$ cat config.mk
export PLATFORM = sky130hd
export DESIGN_NAME = serial_subtractor_8bit_flat
export DESIGN_NICKNAME = d
export VERILOG_FILES = /design/src/rtl/serial_subtractor_8bit_pkg.sv /design/src/rtl/serial_subtractor_8bit_if.sv /design/src/rtl/serial_subtractor_8bit_full_subtractor.sv /design/src/rtl/serial_subtractor_8bit.sv /design/src/flat_wrapper.sv
export SDC_FILE = /design/constraint.sdc
export NUM_CORES = 1
export LEC_CHECK = 0
export CORE_UTILIZATION = 58
export DETAILED_ROUTE_END_ITERATION = 10
export PLACE_DENSITY = 0.87
export SYNTH_ARGS = -nofsm -noshare
export SYNTH_HDL_FRONTEND = slang
export SYNTH_SLANG_ARGS = --single-unit
$ cat constraint.sdc
create_clock -name clk -period 4.45 [get_ports clk]
set_clock_uncertainty 0.1 [all_clocks]
set_input_delay 0.6675 -clock clk [delete_from_list [all_inputs] [get_ports clk]]
set_output_delay 0.6675 -clock clk [all_outputs]
set_load 0.05 [all_outputs]
$ cat src/rtl/serial_subtractor_8bit_pkg.sv
// Shared definitions for the bit-serial subtractor.
//   state_t            : control FSM states (IDLE, SHIFT, DONE)
//   SUB_WIDTH_DEFAULT  : default operand width in bits
//   cnt_w()            : width of the bit counter for a given operand width
package serial_subtractor_8bit_pkg;

  localparam int SUB_WIDTH_DEFAULT = 8;

  typedef enum logic [1:0] {
    IDLE  = 2'd0,
    SHIFT = 2'd1,
    DONE  = 2'd2
  } state_t;

  function automatic int cnt_w(input int width);
    return (width > 1) ? $clog2(width) : 1;
  endfunction

endpackage

$ cat src/rtl/serial_subtractor_8bit_if.sv
// Request/result bundle of the bit-serial subtractor.
//   start, A, B, C          : request (start pulse, minuend, subtrahend, borrow-in)
//   diff, borrow, busy, done: result and status
//   ovf                     : signed overflow, only with SUB_OVERFLOW_EN defined
// master drives the request, slave (the subtractor) drives the result.
interface serial_subtractor_8bit_if #(
  parameter int WIDTH = 8
);
  logic             start;
  logic [WIDTH-1:0] A;
  logic [WIDTH-1:0] B;
  logic             C;
  logic [WIDTH-1:0] diff;
  logic             borrow;
  logic             busy;
  logic             done;
`ifdef SUB_OVERFLOW_EN
  logic             ovf;

  modport master (output start, A, B, C, input diff, borrow, busy, done, ovf);
  modport slave  (input start, A, B, C, output diff, borrow, busy, done, ovf);
`else
  modport master (output start, A, B, C, input diff, borrow, busy, done);
  modport slave  (input start, A, B, C, output diff, borrow, busy, done);
`endif
endinterface

$ cat src/rtl/serial_subtractor_8bit_full_subtractor.sv
// 1-bit full subtractor: d = a - b - bin, bout set when the bit borrows.
//   a, b, bin : minuend bit, subtrahend bit, borrow-in
//   d, bout   : difference bit, borrow-out
module full_subtractor (
  input  logic a,
  input  logic b,
  input  logic bin,
  output logic d,
  output logic bout
);
  assign d    = a ^ b ^ bin;
  assign bout = (~a & b) | (~(a ^ b) & bin);
endmodule

$ cat src/rtl/serial_subtractor_8bit.sv
// Bit-serial subtractor: diff = A - B - C mod 2^WIDTH, one bit per clock,
// LSB first, through a single full_subtractor.
//   clk, rst_n : clock, asynchronous active-low reset
//   bus        : slave side of serial_subtractor_8bit_if
//                (start/A/B/C in, diff/borrow/busy/done[/ovf] out)
// Optional feature: define SUB_OVERFLOW_EN to add the signed overflow flag ovf.
// WIDTH must be at least 2.
//
// Timing, start accepted at edge 0: edges 1..WIDTH run the bit steps,
// edge WIDTH+1 (in DONE) loads diff/borrow and raises done for one cycle.
// All outputs are registered, so busy/done lag the state register by one
// edge decision, and DONE itself accepts a new start (back-to-back).
module serial_subtractor_8bit
  import serial_subtractor_8bit_pkg::*;
#(
  parameter int WIDTH = SUB_WIDTH_DEFAULT
) (
  input logic                   clk,
  input logic                   rst_n,
  serial_subtractor_8bit_if.slave bus
);

  localparam int              CW   = cnt_w(WIDTH);
  localparam logic [CW-1:0]   LAST = CW'(WIDTH - 1);

  state_t           state;
  logic [WIDTH-1:0] a_sr;     // remaining minuend bits, current bit at [0]
  logic [WIDTH-1:0] b_sr;     // remaining subtrahend bits, current bit at [0]
  logic [WIDTH-1:0] res_sr;   // difference bits enter at the MSB
  logic             bin_r;    // borrow chained between bit steps
  logic [CW-1:0]    cnt;
  logic             fs_d;
  logic             fs_bout;
`ifdef SUB_OVERFLOW_EN
  logic             ovf_pend; // borrow-in differs from borrow-out at the MSB step
`endif

  full_subtractor u_fs (
    .a    (a_sr[0]),
    .b    (b_sr[0]),
    .bin  (bin_r),
    .d    (fs_d),
    .bout (fs_bout)
  );

  always_ff @(posedge clk or negedge rst_n) begin
    if (!rst_n) begin
      state      <= IDLE;
      a_sr       <= '0;
      b_sr       <= '0;
      res_sr     <= '0;
      bin_r      <= 1'b0;
      cnt        <= '0;
      bus.diff   <= '0;
      bus.borrow <= 1'b0;
      bus.busy   <= 1'b0;
      bus.done   <= 1'b0;
`ifdef SUB_OVERFLOW_EN
      ovf_pend   <= 1'b0;
      bus.ovf    <= 1'b0;
`endif
    end else begin
      bus.done <= 1'b0;
      case (state)
        IDLE: begin
          if (bus.start) begin
            a_sr     <= bus.A;
            b_sr     <= bus.B;
            bin_r    <= bus.C;
            res_sr   <= '0;
            cnt      <= '0;
            bus.busy <= 1'b1;
            state    <= SHIFT;
          end
        end

        // start is not looked at here: a request while busy is dropped.
        SHIFT: begin
          a_sr   <= a_sr >> 1;
          b_sr   <= b_sr >> 1;
          res_sr <= {fs_d, res_sr[WIDTH-1:1]};
          bin_r  <= fs_bout;
          cnt    <= cnt + 1'b1;
          if (cnt == LAST) begin
            bus.busy <= 1'b0;
            state    <= DONE;
`ifdef SUB_OVERFLOW_EN
            ovf_pend <= bin_r ^ fs_bout;
`endif
          end
        end

        DONE: begin
          bus.diff   <= res_sr;
          bus.borrow <= bin_r;   // final borrow-out of the MSB step
          bus.done   <= 1'b1;
`ifdef SUB_OVERFLOW_EN
          bus.ovf    <= ovf_pend;
`endif
          if (bus.start) begin
            a_sr     <= bus.A;
            b_sr     <= bus.B;
            bin_r    <= bus.C;
            res_sr   <= '0;
            cnt      <= '0;
            bus.busy <= 1'b1;
            state    <= SHIFT;
          end else begin
            state    <= IDLE;
          end
        end

        default: state <= IDLE;
      endcase
    end
  end

endmodule

$ cat src/flat_wrapper.sv
// flat-port wrapper written by rule: the top's interface ports become plain ports
module serial_subtractor_8bit_flat import serial_subtractor_8bit_pkg::*;
#(
  parameter int WIDTH = SUB_WIDTH_DEFAULT
)
  (clk, rst_n, bus_start, bus_A, bus_B, bus_C, bus_diff, bus_borrow, bus_busy, bus_done);
  serial_subtractor_8bit_if #(.WIDTH(WIDTH)) bus_i ();
  input logic clk;
  input logic rst_n;
  input wire logic [$bits(bus_i.start)-1:0] bus_start;
  input wire logic [$bits(bus_i.A)-1:0] bus_A;
  input wire logic [$bits(bus_i.B)-1:0] bus_B;
  input wire logic [$bits(bus_i.C)-1:0] bus_C;
  output wire logic [$bits(bus_i.diff)-1:0] bus_diff;
  output wire logic [$bits(bus_i.borrow)-1:0] bus_borrow;
  output wire logic [$bits(bus_i.busy)-1:0] bus_busy;
  output wire logic [$bits(bus_i.done)-1:0] bus_done;
  assign bus_i.start = bus_start;
  assign bus_i.A = bus_A;
  assign bus_i.B = bus_B;
  assign bus_i.C = bus_C;
  assign bus_diff = bus_i.diff;
  assign bus_borrow = bus_i.borrow;
  assign bus_busy = bus_i.busy;
  assign bus_done = bus_i.done;
  serial_subtractor_8bit #(.WIDTH(WIDTH)) u_core (.clk(clk), .rst_n(rst_n), .bus(bus_i));
endmodule
==> results.tsv <==
metric	value	unit
outcome	finished clean	
dp_hpwl	2630	um
critPathKind	reg2out	
max_stage_delay	0.81	ns
gp_congestion	0.701	
max_slew.worst_pin.slew	0.881	ns
setup_viol	0	
drc	0	
grt-ovfl-total	0	
antennaDiodeCount	0	
critPathLaunchType	flop	
cts_sinks	41	
ys_async_sr_fraction	100	%
die_h	62.1	um
ctsHtreeMaxLevel	2	
leakage	1.03	nW
post_cts_buffers	0	
grt_max_degree	58	
synthTopCellsByCount	dfrtp_1, mux2_2, a21oi_1	
synth_top_area_cell	dfrtp_1	
critPathRequiredTime	3.68	ns
drt.antenna.violating_nets	0	
nNetsFinal	234	
syn_avg_cell_area	11.3	um^2
wl	3700	um
drv_cap	0	
antenna_found_initial	0	
io-pin-count	31	
max-vdd-ir-drop	263	uV
min_period_over_period	52.3	%
placed_area	0.00235	mm^2
synth_nets	209	
max_freq	430	MHz
cts_resized	0	
grt_pass1_wl	6510	um
min_path_type	in2async	
hold_viol	0	
report.final.slew_viol_count	0	
yosysMostFrequentCell	dfrtp_1	
rsz0062_at_grt	no	
grt_pass1_vias	1488	
slew_headroom	41.3	%
final_area	0.00243	mm^2
cts_buffers	5	
ys_seq_area_share	48.9	%
clock_latency	0.34	ns
synth_area_leaders	dfrtp_1, mux2_2, mux2i_1, a211oi_1, a21oi_1	
clk_pin_slew	0.12	ns
vias	1467	
num_rows	21	
cts-root-buf	clkbuf_4	
ys.flop_type	dfrtp_1	
synth_edf_count	0	
ys_warn_count	0	
endpoint_kind	output pin	
worst_ep_arrival_time	1.56	ns
synth-seq-cells	41	
port_buffers	30	
cts_tree	yes	
dr.first_iter.drc_count	48	
firstDrtPassIters	6	
wl_per_cell	14.3	um
crit_chain	clkdlybuf4s50_1	
routed_via_density	5.69	
min_period	2.33	ns
crit_slowest_cell	clkdlybuf4s50_1	
crit_fanout	3	
crit_family	buffers and inverters	
hold_buffers	0	
clockBufferDepth	2	
synth.distinct_cells	25	
start_util	61.9	%
fin_tns_setup	0	ns
die_w	62.1	um
die-area	0.00386	mm^2
area_growth	16.1	%
fin_util	71.8	%
path_buf_inv	1	
synthCells	186	
netlist_area	0.00210	mm^2
core_area	0.00339	mm^2
grt_usage	21.4	%
p_per_area	642	mW/mm^2
drive_gt1_share	14.6	%
synth_top_area_share	48.9	%
cell families after synthesis:
group	count (synthesis)	share of synthesized area, %
AO/OA/AOI/OAI	47	13.5
XOR/XNOR	1	0.418
adder cells (fa/ha/maj)	3	2.15
buffers and inverters	19	6.56
flip-flops	41	48.9
multiplexers	35	17.8
AND/OR/NAND/NOR	40	10.6
layout make-up:
class	count	area, um^2
repair buffers	33	318
clock inverters	1	30.0
multi-input cells	126	933
well taps	46	57.6
inverters	4	15.0
clock buffers	7	55.1
flip-flops and latches	41	1030
fillers	249	955
state kept, by name, indices dropped and copies added, names as in the netlist:
register,cells
u_core.bus.borrow,1
u_core.bus.done,1
u_core.res_sr,8
u_core.state,2
u_core.bin_r,1
u_core.b_sr,8
u_core.cnt,3
u_core.bus.busy,1
u_core.bus.diff,8
u_core.a_sr,8
worst paths after layout:
path                                    from                 to  cells after the start  slack [ns]
max                          u_core.bus.busy           bus_busy                      1        2.12
min                                    rst_n   u_core.res_sr[0]                      1        0.34
max reg2reg                  u_core.state[1]     u_core.a_sr[3]                      3        2.68
min reg2reg                u_core.bus.borrow  u_core.bus.borrow                      2        0.42
max in group asynchronous              rst_n     u_core.a_sr[4]                      1        3.36
min in group clk           u_core.bus.borrow  u_core.bus.borrow                      2        0.42
through the flow:
| step | instances | hold slack (ns) | power, mW | setup slack [ns] |
|---|---|---|---|---|
| global route | 258 | 0.381 | 1.68 | 2.10 |
| finish | 258 | 0.336 | 1.56 | 2.12 |
| global placement | 250 | 0.372 | 1.28 | 1.94 |
| detailed placement | 250 | 0.396 | 1.33 | 1.87 |
| floorplan | 186 | 0.272 | 1.16 | 2.98 |
| CTS | 258 | 0.366 | 1.58 | 2.11 |
power by group:
group / internal (mW) / switching [mW]
Combinational: 0.319 / 0.340
Sequential: 0.528 / 0.128
Clock: 0.134 / 0.115
Total: 0.980 / 0.583
layer usage:
metal	GRT usage [%]	wire [um]	vias to the layer above
met5	0	0	-
met4	9.30	73	0
met3	3.49	107	9
met2	38.5	1950	32
met1	25.0	1570	719
li1	-	-	707
cell usage in the layout (no fill, tap or decap), types with 2 or more instances in the layout:
cell type / count
o21ai_1: 6
inv_1: 4
o21ai_0: 6
clkdlybuf4s50_1: 29
nand2_1: 9
and2b_1: 2
nand2b_1: 8
dfrtp_1: 41
buf_4: 3
a21oi_1: 17
nand3_1: 2
mux2_2: 19
nor2_1: 4
a211oi_1: 15
mux2i_1: 16
nor2b_1: 13
clkbuf_4: 5
ha_1: 2
a22o_1: 3
Note: power is estimated with default switching activity, not from simulation.
